### config.mk
export PLATFORM = sky130hd
export DESIGN_NAME = lsu_mem_stage
export DESIGN_NICKNAME = d
export VERILOG_FILES = /design/src/rtl/riscv_mem_pkg.sv /design/src/rtl/lsu_load_align.sv /design/src/rtl/lsu_mem_stage.sv
export SDC_FILE = /design/constraint.sdc
export NUM_CORES = 1
export LEC_CHECK = 0
export ABC_AREA = 1
export CAP_MARGIN = 20
export CORE_MARGIN = 10
export CORE_UTILIZATION = 40
export CTS_BUF_LIST = sky130_fd_sc_hd__clkbuf_2
export CTS_CLUSTER_SIZE = 10
export DETAILED_ROUTE_END_ITERATION = 8
export PLACE_DENSITY = 0.8
export SLEW_MARGIN = 10
export SYNTH_ARGS = -nofsm -noshare
export SYNTH_HDL_FRONTEND = slang
export SYNTH_HIERARCHICAL = 1
export SYNTH_SLANG_ARGS = --single-unit
### constraint.sdc
create_clock -name clk -period 2 [get_ports clk]
set_clock_uncertainty 0.05 [all_clocks]
set_input_delay 0.2 -clock clk [delete_from_list [all_inputs] [get_ports clk]]
set_output_delay 0.2 -clock clk [all_outputs]
set_load 0.02 [all_outputs]
### src/rtl/riscv_mem_pkg.sv
// Shared definitions for the MEM-stage load/store path: funct3 encodings,
// the LSU state type, the DataMem strobe code and request legality check.
package riscv_mem_pkg;

  localparam logic [2:0] F3_B  = 3'b000;
  localparam logic [2:0] F3_H  = 3'b001;
  localparam logic [2:0] F3_W  = 3'b010;
  localparam logic [2:0] F3_BU = 3'b100;
  localparam logic [2:0] F3_HU = 3'b101;

  localparam logic [2:0] DM_STRB_WORD = 3'b010;

  typedef enum logic [2:0] {
    IDLE,
    LD_ADDR,
    LD_DATA,
    RMW_ADDR,
    RMW_MERGE,
    ST_WRITE,
    RESP
  } lsu_state_t;

  // A request is rejected when its funct3 is not a legal encoding for its
  // direction, or when a halfword/word access is not naturally aligned.
  function automatic logic reqError(input logic isStore, input logic [2:0] f3,
                                    input logic [1:0] off);
    logic illegal;
    logic misaligned;
    if (isStore) begin
      illegal = !(f3 inside {F3_B, F3_H, F3_W});
    end else begin
      illegal = !(f3 inside {F3_B, F3_H, F3_W, F3_BU, F3_HU});
    end
    misaligned = ((f3[1:0] == 2'b01) && off[0]) ||
                 ((f3[1:0] == 2'b10) && (off != 2'b00));
    return illegal || misaligned;
  endfunction

endpackage

### src/rtl/lsu_load_align.sv
// Lane extractor: picks the byte/halfword addressed by off_i out of a
// little-endian word and sign- or zero-extends it according to funct3_i.
module lsu_load_align
  import riscv_mem_pkg::*;
(
  input  logic [31:0] word_i,
  input  logic [1:0]  off_i,
  input  logic [2:0]  funct3_i,
  output logic [31:0] data_o
);

  logic [7:0]  laneByte;
  logic [15:0] laneHalf;

  // Select the addressed lane, then extend it to 32 bits.
  always_comb begin
    laneByte = word_i[{off_i, 3'b000} +: 8];
    laneHalf = word_i[{off_i[1], 4'b0000} +: 16];
    case (funct3_i)
      F3_B:    data_o = {{24{laneByte[7]}}, laneByte};
      F3_H:    data_o = {{16{laneHalf[15]}}, laneHalf};
      F3_W:    data_o = word_i;
      F3_BU:   data_o = {24'd0, laneByte};
      F3_HU:   data_o = {16'd0, laneHalf};
      default: data_o = 32'd0;
    endcase
  end

endmodule

### src/rtl/lsu_mem_stage.sv
// MEM-stage load/store unit. Accepts one EX request at a time, talks to a
// word-addressed DataMem with one-cycle read latency, implements SB/SH as a
// read-modify-write of a full word, and returns one response pulse to WB.
module lsu_mem_stage
  import riscv_mem_pkg::*;
#(
  parameter int DEPTH = 16,
  parameter int AW    = $clog2(DEPTH)
) (
  input  logic          clk,
  input  logic          rst,
  input  logic          req_valid,
  output logic          req_ready,
  input  logic          req_is_store,
  input  logic [2:0]    req_funct3,
  input  logic [31:0]   req_addr,
  input  logic [31:0]   req_wdata,
  input  logic [4:0]    req_rd,
  output logic          rsp_valid,
  output logic [4:0]    rsp_rd,
  output logic [31:0]   rsp_data,
  output logic          rsp_err,
  output logic [AW-1:0] dm_rd_addr,
  output logic [AW-1:0] dm_wr_addr,
  output logic [31:0]   dm_wr_din,
  output logic          dm_we,
  output logic [2:0]    dm_wr_strb,
  input  logic [31:0]   dm_rd_dout
);

  lsu_state_t state_q, state_d;

  logic          isStore_q;
  logic [2:0]    funct3_q;
  logic [1:0]    off_q;
  logic [15:0]   wdata_q;
  logic          rspErr_q;
  logic [4:0]    rspRd_q;
  logic [31:0]   rspData_q;
  logic [AW-1:0] rdAddr_q;
  logic [AW-1:0] wrAddr_q;
  logic [31:0]   wrDin_q;

  logic          accept;
  logic          reqErr;
  logic [AW-1:0] reqIdx;
  logic [2:0]    alignF3;
  logic [31:0]   alignData;
  logic [31:0]   newLane;
  logic [31:0]   laneDiff;
  logic [31:0]   mergedWord;
  logic          unusedAddrBits;

  assign accept         = req_valid && req_ready;
  assign reqErr         = reqError(req_is_store, req_funct3, req_addr[1:0]);
  assign reqIdx         = req_addr[AW+1:2];
  assign unusedAddrBits = ^req_addr[31:AW+2];

  // Stores reuse the aligner in unsigned mode to read back the old lane
  // contents; XOR-ing old^new into place replaces exactly those lanes.
  assign alignF3    = isStore_q ? {1'b1, funct3_q[1:0]} : funct3_q;
  assign newLane    = (funct3_q == F3_B) ? {24'd0, wdata_q[7:0]} : {16'd0, wdata_q};
  assign laneDiff   = (alignData ^ newLane) << {off_q, 3'b000};
  assign mergedWord = dm_rd_dout ^ laneDiff;

  lsu_load_align u_align (
    .word_i   (dm_rd_dout),
    .off_i    (off_q),
    .funct3_i (alignF3),
    .data_o   (alignData)
  );

  // State register.
  always_ff @(posedge clk) begin
    if (rst) state_q <= IDLE;
    else     state_q <= state_d;
  end

  // Next-state: route each accepted request down its access sequence.
  always_comb begin
    state_d = state_q;
    case (state_q)
      IDLE: begin
        if (accept) begin
          if (reqErr)                  state_d = RESP;
          else if (!req_is_store)      state_d = LD_ADDR;
          else if (req_funct3 == F3_W) state_d = ST_WRITE;
          else                         state_d = RMW_ADDR;
        end
      end
      LD_ADDR:   state_d = LD_DATA;
      LD_DATA:   state_d = RESP;
      RMW_ADDR:  state_d = RMW_MERGE;
      RMW_MERGE: state_d = ST_WRITE;
      ST_WRITE:  state_d = RESP;
      RESP:      state_d = IDLE;
      default:   state_d = IDLE;
    endcase
  end

  // Handshake, response pulse and write enable are decoded from the state.
  always_comb begin
    req_ready = (state_q == IDLE) && !rst;
    rsp_valid = (state_q == RESP) && !rst;
    dm_we     = (state_q == ST_WRITE) && !rst;
  end

  // Datapath: capture the request, then fill in load data or merged word.
  always_ff @(posedge clk) begin
    if (rst) begin
      isStore_q <= 1'b0;
      funct3_q  <= 3'd0;
      off_q     <= 2'd0;
      wdata_q   <= 16'd0;
      rspErr_q  <= 1'b0;
      rspRd_q   <= 5'd0;
      rspData_q <= 32'd0;
      rdAddr_q  <= '0;
      wrAddr_q  <= '0;
      wrDin_q   <= 32'd0;
    end else begin
      if (accept) begin
        isStore_q <= req_is_store;
        funct3_q  <= req_funct3;
        off_q     <= req_addr[1:0];
        wdata_q   <= req_wdata[15:0];
        rspErr_q  <= reqErr;
        rspRd_q   <= (!req_is_store && !reqErr) ? req_rd : 5'd0;
        rspData_q <= 32'd0;
        rdAddr_q  <= reqIdx;
        wrAddr_q  <= reqIdx;
        wrDin_q   <= req_wdata;
      end
      if (state_q == LD_DATA)   rspData_q <= alignData;
      if (state_q == RMW_MERGE) wrDin_q   <= mergedWord;
    end
  end

  assign rsp_rd     = rspRd_q;
  assign rsp_data   = rspData_q;
  assign rsp_err    = rspErr_q;
  assign dm_rd_addr = rdAddr_q;
  assign dm_wr_addr = wrAddr_q;
  assign dm_wr_din  = wrDin_q;
  assign dm_wr_strb = DM_STRB_WORD;

endmodule

# --- Word level (Yosys, flattened, before mapping) ---
# Index checks and enable logic that the tools add are counted.
op_classes:
  n_eq_ne: 17
  shifts: 3
  n_mux: 14
  n_bitwise: 2
  n_reduce_logical: 24
ops:
  columns: ["cell", "n"]
  rows:
  - ["$pmux 32 s5", 1]
  - ["$mux 32", 4]
  - ["$shiftx 32x6->16", 1]
  - ["$shiftx 32x6->8", 1]
  - ["$shl 32x5->32", 1]
  - ["$xor 32x16->32", 1]
  - ["$xor 32x32->32", 1]
  - ["$eq 3x3->1 const B", 7]
  - ["$mux 16", 1]
  - ["$mux 3", 5]
  - ["$pmux 3 s5", 1]
  - ["$eq 3x2->1 const B", 4]
  - ["$logic_not 3->1", 4]
  - ["$eq 3x1->1 const B", 3]
  - ["$logic_and 1x1->1", 7]
  - ["$reduce_bool 2->1", 3]
  - ["$logic_not 1->1", 5]
  - ["$mux 5", 1]
  - ["$reduce_bool 5->1", 1]
  - ["$reduce_bool 3->1", 1]
  - ["$eq 2x1->1 const B", 1]
  - ["$eq 2x2->1 const B", 1]
  - ["$logic_or 1x1->1", 2]
  - ["$ne 2x2->1 const B", 1]
  - ["other kinds (2)", 2]
totals:
  ff_bits: 99
  in_bits: 108
  elab_cells: 70

# --- Logic depth before layout (Yosys ltp) ---
# Gate-level depths: netlist of run 1.
logic_depth:
  depth_word: 8
  depth_mapped: 17
  depth_no_buf: 17

# --- Cells and area by module ---
# Netlist of run 1, hierarchy kept.
by_module_without_submodules:
  columns: ["module", "n_inst", "cells_per_inst", "area_each_um2", "seq_area_each_um2"]
  rows:
  - ["lsu_mem_stage", 1, 860, 5534.1, 1981.9]
  - ["lsu_load_align", 1, 197, 903.4, 0.0]

# --- Least setup slack after synthesis of run 1 ---
# OpenSTA, ideal clock, no wires.
synth_timing:
  path_type: "flip-flop to flip-flop"
  startpoint: "register off_q[1]"
  endpoint: "register wrDin_q[17], in the netlist dm_wr_din[17]"
  arrival_ns: 1.828
  setup_slack_ns: -0.011
  path_stages_with_launch: 14
  synth_period_minus_slack_ns: 2.011
  path_cell_list: "dfxtp_1 buf_4 buf_6 buf_6 nand2_1 o211ai_1 nand3_1 or2_2 nand2_1 nor2_1 nand2_1 a21oi_1 o21ai_1 a21oi_1"
synth_via:
  elab_chain_len: 6
  elab_cells_between_ends: 7
  classes_between: "shift (3); mux (2); bitwise (2)"
synth_lines:
  columns: ["element", "line", "text"]
  rows:
  - ["start: declaration", "lsu_mem_stage.sv:35", "logic [1:0] off_q;"]
  - ["start signal: assignment", "lsu_mem_stage.sv:125", "off_q <= req_addr[1:0];"]
  - ["$shiftx 32x6->16 / $shiftx 32x6->8 (equally long branches)", "lsu_load_align.sv:18, lsu_load_align.sv:17", null]
  - ["$pmux 32 s5 *", "lsu_load_align.sv:19", "case (funct3_i)"]
  - ["net alignData[1]", "lsu_mem_stage.sv:48", "logic [31:0] alignData;"]
  - ["$xor 32x16->32 *", "lsu_mem_stage.sv:63", "assign laneDiff = (alignData ^ newLane) << {off_q, 3'b000};"]
  - ["$shl 32x5->32 *", "lsu_mem_stage.sv:63", null]
  - ["$xor 32x32->32 *", "lsu_mem_stage.sv:64", "assign mergedWord = dm_rd_dout ^ laneDiff;"]
  - ["$mux 32 *", "lsu_mem_stage.sv:135", "if (state_q == RMW_MERGE) wrDin_q <= mergedWord;"]
  - ["end signal: assignment", "lsu_mem_stage.sv:132", "wrDin_q <= req_wdata;"]
  - ["end signal: assignment", "lsu_mem_stage.sv:135", null]
  - ["end: declaration", "lsu_mem_stage.sv:42", "logic [31:0] wrDin_q;"]
# Mark *: on every way through the listed nets, which the timed path passes. The rest lies on a longest branch.
# A chain may end at the register's enable or synchronous reset.

# --- Worst setup path in the final report of run 1 ---
layout_timing:
  startpoint: "register off_q[1]"
  endpoint: "register wrDin_q[28], in the netlist dm_wr_din[28]"
# The elaborated chain is that of the path after synthesis.

==> flow_summary.ini, run 1 <==
[timing]
rsz0062_at_grt = true
max_freq_mhz = 452
setup_ws_ns = -0.215
setup_viol = 30
hold_viol = 0
worst_pin_slew_ns = 0.837
period_share = 1.11
slew_viol_final = 0
min_period_ns = 2.21
max_slew_margin = 0.442

[clock_tree]
root_buffer = clkbuf_2
cts_inserted_buffers = 9
path_clk_slew_ns = 0.29
clock_latency_ns = 0.67
clock_path_buffers = 2
cts_sinks = 99
htreeDepth = 3
cts_tree = yes

[worst_setup_path]
slowest_stage = dfxtp_4
worstSetupPathType = reg -> reg
cp_slowest_stage_delay_ns = 0.46
cpMostUsedCell = nand3_1
end_kind = flop
cp.arrival_ns = 2.70
required_ns = 2.49
path_cells = buf_6, o21ai_4, nand2_2, nand2_4, buf_12, nand2_8, nand2_4, buf_4, nand3_1, nand3_1, nand3_1, nand3_1, nand3_2, nand2_2, a21oi_2
cp_max_fo = 7
crit_buf_inv = 3
startpoint_type = flop
path_delay_family = simple AND/OR/NAND/NOR gates

[synth]
synthAdderAreaFrac = 0
ys.warnings.count = 6
synthFlopType = dfxtp_1
ys_seq_elements = 99
synth_compound_area_frac = 0.141
synth_top_family_by_area = simple AND/OR/NAND/NOR gates
synthMuxAreaShare = 0
ys_seq_area_frac = 0.308
syn-cell-area_mm2 = 0.00644
ys_async_sr_fraction = 0
synth_edf_count = 0
synth_xor_area_frac = 0.0109
synth_cells = 1057
avgSynthCellArea_um2 = 6.09
synth_simple_gate_area_frac = 0.419
yosysUniqueCellTypes = 33

[place]
placement.io_buffers = 162
placed_area_mm2 = 0.00895
dp_slack_ns = -0.550
dpl.hpwl_um = 20100
dp.cells = 1491
place_congestion = 1.02

[pwr]
p_clk_frac = 0.080
p_int_w = 0.00638
pwr-share-comb = 0.698
peakVddDrop_uv = 665
leakage_nw = 5.05
powerDensity_mw_per_mm2 = 1180
p_seq_frac = 0.222
finalPower_w = 0.0125
p_sw_frac = 0.491
power_switching_w = 0.00615

[status]
outcome = finished, violations left
failed_checks = negative setup slack

[routing]
firstDrtPassIters = 6
dr.first_iter.drc_count = 810
vias_per_cell = 5.41
detail_route.drc_violations = 0
routed-via-count = 8410
final_antenna_net_count = 0
avgRoutedWirePerCell_um = 18.4
drt-total-wl_um = 28500

[floorplan]
die_area_mm2 = 0.0216
fp-row-count = 46
ios = 192
die_height_um = 147
die_x_um = 147
fp.coreArea_mm2 = 0.0158
start_util = 0.407

[global_route]
grt_usage = 0.242
grt_pass1_vias = 7770
grt_pass1_wl_um = 42100
grt_overflow = 0
grt_max_degree = 74
antenna_found_initial = 0

[run]
drv_cap = 0

[layout]
layout-drive-gt1-share = 0.312
syn_to_final_growth_pct = 65.2
layout.cells.non_filler = 1554
postLayoutCellArea_mm2 = 0.0106
antenna_cells = 0
nets = 1441

[min_path]
hold_path.class = in -> reg
cell usage in the layout (no fill, tap or decap), types with 40 or more instances in the layout:
cell             instances
nand2_1                175
clkdlybuf4s50_1        116
buf_4                  133
nor2_1                 107
nand3_2                 40
dfxtp_1                 89
nand3_1                113
inv_1                   66
a21oi_1                 98
nand2_2                 56
nand4_1                 40
final timing paths:
path / startpoint / to / slack, ns / cells past startpoint
worst max-delay path: off_q[1]$_SDFFE_PP0P_ / dm_wr_din[28]$_SDFFE_PP0P_ / -0.21 / 15
worst min-delay path: req_wdata[1] / wdata_q[1]$_SDFFE_PP0P_ / 0.04 / 3
worst max register to register: off_q[1]$_SDFFE_PP0P_ / dm_wr_din[28]$_SDFFE_PP0P_ / -0.21 / 15
worst min register to register: rsp_rd[3]$_SDFFE_PP0P_ / rsp_rd[3]$_SDFFE_PP0P_ / 0.43 / 2
metal layers:
| layer | global-route usage | part of all wire | vias to the layer above |
|---|---|---|---|
| met4 | 0.105 | 0.040 | 0 |
| met1 | 0.307 | 0.41 | 3931 |
| li1 | - | - | 4039 |
| met5 | 0 | 0 | - |
| met3 | 0.0507 | 0.079 | 62 |
| met2 | 0.388 | 0.47 | 378 |
cells by family after synthesis:
logic type,after synthesis
compound gates,172
xor+xnor,8
buf+inv,164
flops,99
simple gates,612
other cells,2
power by group through the flow:
| stage | sequential (W) | combinational, W | clock [W] |
|---|---|---|---|
| finish | 0.00278 | 0.00874 | 0.00101 |
| global route | 0.00283 | 0.00936 | 0.00111 |
| CTS | 0.00276 | 0.00747 | 0.00102 |
| detailed placement | 0.00279 | 0.00690 | 0 |
| global placement | 0.00278 | 0.00685 | 0 |
| floorplan | 0.00314 | 0.00360 | 0 |
stage by stage:
stage	hold WS, ns	utilization	TNS (ns)
2_1_floorplan	0.294	-	0
3_3_place_gp	0.400	0.565	-13.50
3_5_place_dp	0.404	0.565	-15.00
4_1_cts	0.00321	0.608	-2.79
5_1_grt	0.0416	0.672	-6.59
6_report	0.0371	0.672	-3.51
cell type report:
type	count	area, um2
clock inverter	6	53.8
tap	216	270
timing repair buffer	340	3280
sequential	99	2000
multi-input combinational	796	4640
clock buffer	10	50.0
fill	1384	5190
inverter	87	334
tightest hold or removal path, stage by stage:
cell	delay [ns]
clkdlybuf4s50_1	0.39
nand2_1	0.09
a21oi_1	0.06
flip-flops by register name, summed over array words and instances, names as in the netlist:
name,cells
off_q,2
wdata_q,16
rsp_data,32
dm_wr_din,32
rsp_err,1
funct3_q,3
isStore_q,1
dm_wr_addr,4
state_q,3
rsp_rd,5
synth_stat cells (all sizes together) (2+ instances only):
cell type / n / area (um2)
o211ai: 7 / 52.6
nor3: 4 / 25.0
a31oi: 2 / 12.5
inv: 86 / 323
nor2: 131 / 514
dfxtp: 99 / 1980
conb: 2 / 7.51
or2: 9 / 56.3
xnor2: 8 / 70.1
nand3: 159 / 801
o21ai: 56 / 299
nand2: 260 / 996
buf: 50 / 345
clkbuf: 27 / 101
a21oi: 106 / 534
or3: 8 / 50.1
nand4: 40 / 250
what timing repair did:
action	CTS	global route
cloned	2	2
resized for setup	133	223
hold endpoints to repair	26	0
buffers inserted	15	20
hold buffers	10	0
pin swaps	11	71
endpoints found under the setup margin	50	66
No activity file was read; power rests on OpenSTA's default activity.
==> inputs of run 2 (changes only) <==
--- a/config.mk
+++ b/config.mk
@@ -7,5 +7,5 @@
 export LEC_CHECK = 0
 export ABC_AREA = 1
-export CAP_MARGIN = 20
+export CAP_MARGIN = 5
 export CORE_MARGIN = 10
 export CORE_UTILIZATION = 40
==> constraint.sdc (replaced) <==
create_clock -name clk -period 2 [get_ports clk]
set_clock_uncertainty 0.05 [all_clocks]
set_input_delay 0.2 -clock clk [delete_from_list [all_inputs] [get_ports clk]]
set_output_delay 0.2 -clock clk [all_outputs]
set_load 0.01 [all_outputs]
==> run 2 against run 1 <==
The run still ends with negative setup slack left. Critical path type unchanged. Global-route usage grew 0.84 points. Hold slack improved by 0.0078 ns. Largest cell class unchanged. Register-to-register slack barely moved. Combinational power increased by 1%.
==> flow_summary.ini, run 2 (same netlist as run 1, synthesis figures left out) <==
[place]
placement.io_buffers = 162
place_congestion = 0.994
dp_slack_ns = -0.546
dpl.hpwl_um = 20000

[global_route]
grt_pass1_vias = 8111
antenna_found_initial = 0
grt_pass1_wl_um = 43600
grt_overflow = 0
grt_usage = 0.250
grt_max_degree = 74

[routing]
vias_per_cell = 5.46
firstDrtPassIters = 5
detail_route.drc_violations = 0
final_antenna_net_count = 0
drt-total-wl_um = 28700
dr.first_iter.drc_count = 887
avgRoutedWirePerCell_um = 18.4
routed-via-count = 8518

[layout]
syn_to_final_growth_pct = 67.0
final_common_cell = nand2_1
final_cell_mix = 170 x nand2_1, 158 x clkdlybuf4s50_1, 133 x buf_4, 105 x nand3_1, 100 x nor2_1
antenna_cells = 0
layout-drive-gt1-share = 0.324
nets = 1448
nFillCells = 1352

[worst_setup_path]
end_kind = flop
startpoint_type = flop
required_ns = 2.47
worstSetupPathType = reg -> reg
cp.arrival_ns = 2.68
cp_max_fo = 6

[pwr]
power_switching_w = 0.00598
p_sw_frac = 0.476
p_seq_frac = 0.219
leakage_nw = 4.56
powerDensity_mw_per_mm2 = 1170
p_int_w = 0.00658
p_clk_frac = 0.076
pwr-share-comb = 0.705
peakVddDrop_uv = 607
finalPower_w = 0.0126

[timing]
max_freq_mhz = 452
rsz0062_at_grt = true
worst_pin_slew_ns = 0.815
max_slew_margin = 0.457
slew_viol_final = 0
period_share = 1.11
hold_viol = 0
min_period_ns = 2.21
setup_viol = 28
setup_ws_ns = -0.211

[clock_tree]
cts_inserted_buffers = 9
root_buffer = clkbuf_2
path_clk_slew_ns = 0.29
clock_path_buffers = 2
cts_tree = yes
htreeDepth = 3
clock_latency_ns = 0.66
cts_sinks = 99

[floorplan]
die_height_um = 147
ios = 192
die_area_mm2 = 0.0216
start_util = 0.407
fp-row-count = 46
fp.coreArea_mm2 = 0.0158
die_x_um = 147

[run]
drv_cap = 0

[min_path]
hold_path.class = in -> reg

[status]
outcome = finished, violations left
failed_checks = negative setup slack
## run 2: changes by cell type in the layout (fill, tap and decap cells not counted), sizes merged
cell           before  now
dlygate4sd2        14    0
dlymetal6s2s       28    0
buf               168  178
clkdlybuf4s50     116  158
clkbuf             14   10
## run 2: repair_timing
item | CTS | global route
pin swaps | 92 | 92
setup buffers | 33 | 11
hold endpoints to repair | 26 | 0
resized for setup | 249 | 107
gates cloned | 5 | 1
hold buffers | 10 | 0
setup endpoints to repair | 36 | 36
## run 2: worst paths after layout
path,slack (ns),from,cells past startpoint,end
setup / recovery,-0.21,off_q[1]$_SDFFE_PP0P_,13,dm_wr_din[29]$_SDFFE_PP0P_
hold / removal,0.04,req_wdata[4],3,wdata_q[4]$_SDFFE_PP0P_
setup reg to reg,-0.21,off_q[1]$_SDFFE_PP0P_,13,dm_wr_din[29]$_SDFFE_PP0P_
hold reg to reg,0.43,dm_wr_din[13]$_SDFFE_PP0P_,2,dm_wr_din[13]$_SDFFE_PP0P_
## run 2: critical path, stage by stage, from the launching register on
cell	delay [ns]
dfxtp_4	0.43
buf_6	0.13
o21ai_4	0.19
buf_6	0.12
and2_4	0.19
buf_12	0.14
nor2_4	0.03
nand2_2	0.07
nor2_2	0.05
or3_1	0.38
nand3_1	0.10
nand3_1	0.07
nand2_1	0.07
a21oi_1	0.06
## run 2: layout make-up
cell class                 instances  area [um2]  share of cell area
multi-input combinational        796        4770               0.444
tap                              216         270              0.0251
clock buffer                       9        45.0             0.00419
timing repair buffer             347        3270               0.305
clock inverter                     6        47.5             0.00442
sequential                        99        2000               0.186
inverter                          87         339              0.0315
## run 2: routing by layer
| metal | global-route usage | share of wire | vias up |
|---|---|---|---|
| met3 | 0.0464 | 0.081 | 74 |
| met1 | 0.316 | 0.41 | 3972 |
| met2 | 0.397 | 0.46 | 429 |
| met5 | 0 | 0 | - |
| li1 | - | - | 4043 |
| met4 | 0.133 | 0.048 | 0 |
## run 2: stage by stage
step	std cells	setup TNS [ns]	hold slack [ns]	area (um2)	util
2_1_floorplan	1058	0	0.294	6440	-
3_3_place_gp	1491	-13.48	0.400	8950	0.565
3_5_place_dp	1491	-14.52	0.404	8950	0.565
4_1_cts	1554	-1.91	0.00339	10300	0.649
5_1_grt	1560	-5.93	0.0323	10700	0.679
6_report	1560	-2.90	0.0449	10700	0.679
## run 2: power groups by stage
| stage | Sequential [W] | Clock (W) | Combinational [W] |
|---|---|---|---|
| floorplan | 0.00287 | 0 | 0.00358 |
| global placement | 0.00278 | 0 | 0.00657 |
| detailed placement | 0.00278 | 0 | 0.00662 |
| CTS | 0.00274 | 0.000970 | 0.00797 |
| global route | 0.00282 | 0.00105 | 0.00942 |
| finish | 0.00276 | 0.000954 | 0.00885 |
==> inputs of run 3 (changes only) <==
CAP_MARGIN = 20   (was 5)
GPL_TIMING_DRIVEN = 0   (was not set)
==> run 3 against run 2 <==
The flow still finishes with violations (negative setup slack). Setup slack got worse by 0.084 ns. Via count decreased by 1.0%. Flip-flop and latch count unchanged. Non-clock buffer count decreased by 48. Combinational power increased by 0.7%. Register-to-register slack got worse by 0.08 ns. Total power increased by 0.91%. Maximum frequency decreased by 3.7%. First-iteration DRC count decreased by 12%. Highest routed layer unchanged.
==> flow_summary.ini, run 3 (same netlist as run 1, synthesis figures left out) <==
[status]
outcome = finished, violations left
failed_checks = negative setup slack

[worst_setup_path]
cp.arrival_ns = 2.79
cp_max_fo = 6
cp_slowest_stage_delay_ns = 0.43
path_cells = buf_8, o21ai_4, nand2_2, nand2_4, nand2_8, buf_8, buf_6, nand2_4, nand2_1, nand3_4, nand3_2, nand3_2, nand3_4, nand2_2, a21oi_1
end_kind = flop
worstSetupPathType = reg -> reg
startpoint_type = flop
slowest_stage = dfxtp_4
required_ns = 2.50

[timing]
setup_ws_ns = -0.294
worst_pin_slew_ns = 0.797
period_share = 1.15
slew_viol_final = 0
min_period_ns = 2.29
hold_ws_ns = 0.0441
rsz0062_at_grt = true
max_slew_margin = 0.469
max_freq_mhz = 436
setup_viol = 34
hold_viol = 0

[pwr]
leakage_nw = 4.29
powerDensity_mw_per_mm2 = 1210
peakVddDrop_uv = 654

[layout]
multi_input_area_mm2 = 0.00497
final_cell_mix = 174 x nand2_1, 155 x clkdlybuf4s50_1, 98 x nor2_1, 98 x a21oi_1, 91 x nand3_1
nFillCells = 1431
seq_area_mm2 = 0.00200
layout-drive-gt1-share = 0.297
antenna_cells = 0
nets = 1399
syn_to_final_growth_pct = 62.7
final_common_cell = nand2_1

[global_route]
grt_usage = 0.278
grt_max_degree = 20
grt_overflow = 0
grt_pass1_wl_um = 46800
grt_pass1_vias = 8094
antenna_found_initial = 0

[floorplan]
die_x_um = 147
fp-row-count = 46
fp.coreArea_mm2 = 0.0158
start_util = 0.407
ios = 192
die_height_um = 147
die_area_mm2 = 0.0216

[clock_tree]
cts_tree = yes
root_buffer = clkbuf_2
path_clk_slew_ns = 0.30
clock_latency_ns = 0.67
cts_inserted_buffers = 9
clock_path_buffers = 2
htreeDepth = 3
cts_sinks = 99

[place]
placement.io_buffers = 162
dpl.hpwl_um = 23400
place_congestion = 1.03
dp_slack_ns = -0.881

[min_path]
hold_path.class = in -> reg

[routing]
avgRoutedWirePerCell_um = 21.1
routed-via-count = 8429
detail_route.drc_violations = 0
vias_per_cell = 5.57
drt-total-wl_um = 31900
final_antenna_net_count = 0
firstDrtPassIters = 7
dr.first_iter.drc_count = 783

[run]
drv_cap = 0
## run 3: repair_timing
item                                    in CTS  in global routing
pin swaps                                   82                 88
endpoints found under the setup margin      54                 73
setup buffers                               34                 21
hold endpoints to repair                     9                  0
hold buffers                                 9                  0
cloned                                       3                  3
gates resized for setup                    261                158
## run 3: cell type report
class                   instances  share of cell area
inverters                      87              0.0342
flip-flops and latches         99               0.191
multi-input cells             795               0.475
repair buffers                224               0.214
well taps                     216              0.0258
clock buffers                   9             0.00430
clock inverters                 7             0.00657
plain buffers                  75              0.0489
## run 3: worst paths after layout
kind                                                  from                         end  slack (ns)  cells past startpoint
worst max-delay path                 off_q[1]$_SDFFE_PP0P_  dm_wr_din[27]$_SDFFE_PP0P_       -0.29                     15
worst min register to register  dm_wr_din[18]$_SDFFE_PP0P_  dm_wr_din[18]$_SDFFE_PP0P_        0.43                      2
worst max register to register       off_q[1]$_SDFFE_PP0P_  dm_wr_din[27]$_SDFFE_PP0P_       -0.29                     15
worst min-delay path                          req_wdata[7]     wdata_q[7]$_SDFFE_PP0P_        0.04                      3
## run 3: routing by layer
| metal | share of wire | wire, um | GRT usage |
|---|---|---|---|
| met4 | 0.052 | 1670 | 0.133 |
| met2 | 0.45 | 14500 | 0.442 |
| met5 | 0 | 0 | 0 |
| met1 | 0.40 | 12800 | 0.346 |
| met3 | 0.092 | 2930 | 0.0654 |
## run 3: report_power, final
part / leakage [nW] / switching [W] / internal, W
Clock: 0.0642 / 0.000816 / 0.000198
Combinational: 3.42 / 0.00524 / 0.00367
Sequential: 0.812 / 0.000319 / 0.00243
Total: 4.29 / 0.00638 / 0.00630
## run 3: metrics by stage
| step | total power (W) | setup TNS (ns) | instances | utilization | area [um2] |
|---|---|---|---|---|---|
| floorplan | 0.00645 | 0 | 1058 | - | 6440 |
| finish | 0.0127 | -5.98 | 1512 | 0.662 | 10500 |
| global route | 0.0134 | -8.17 | 1512 | 0.662 | 10500 |
| CTS | 0.0116 | -4.93 | 1498 | 0.617 | 9770 |
| detailed placement | 0.00896 | -30.37 | 1436 | 0.527 | 8340 |
| global placement | 0.00890 | -31.69 | 1436 | 0.527 | 8340 |
## run 3: worst max-delay path, delay by kind of cell (launching register included)
kind | cells | cell delay [ns]
DFF | 1 | 0.43
and+or+nand+nor | 10 | 1.01
buffers and inverters | 3 | 0.40
AOI/OAI and AO/OA | 2 | 0.28
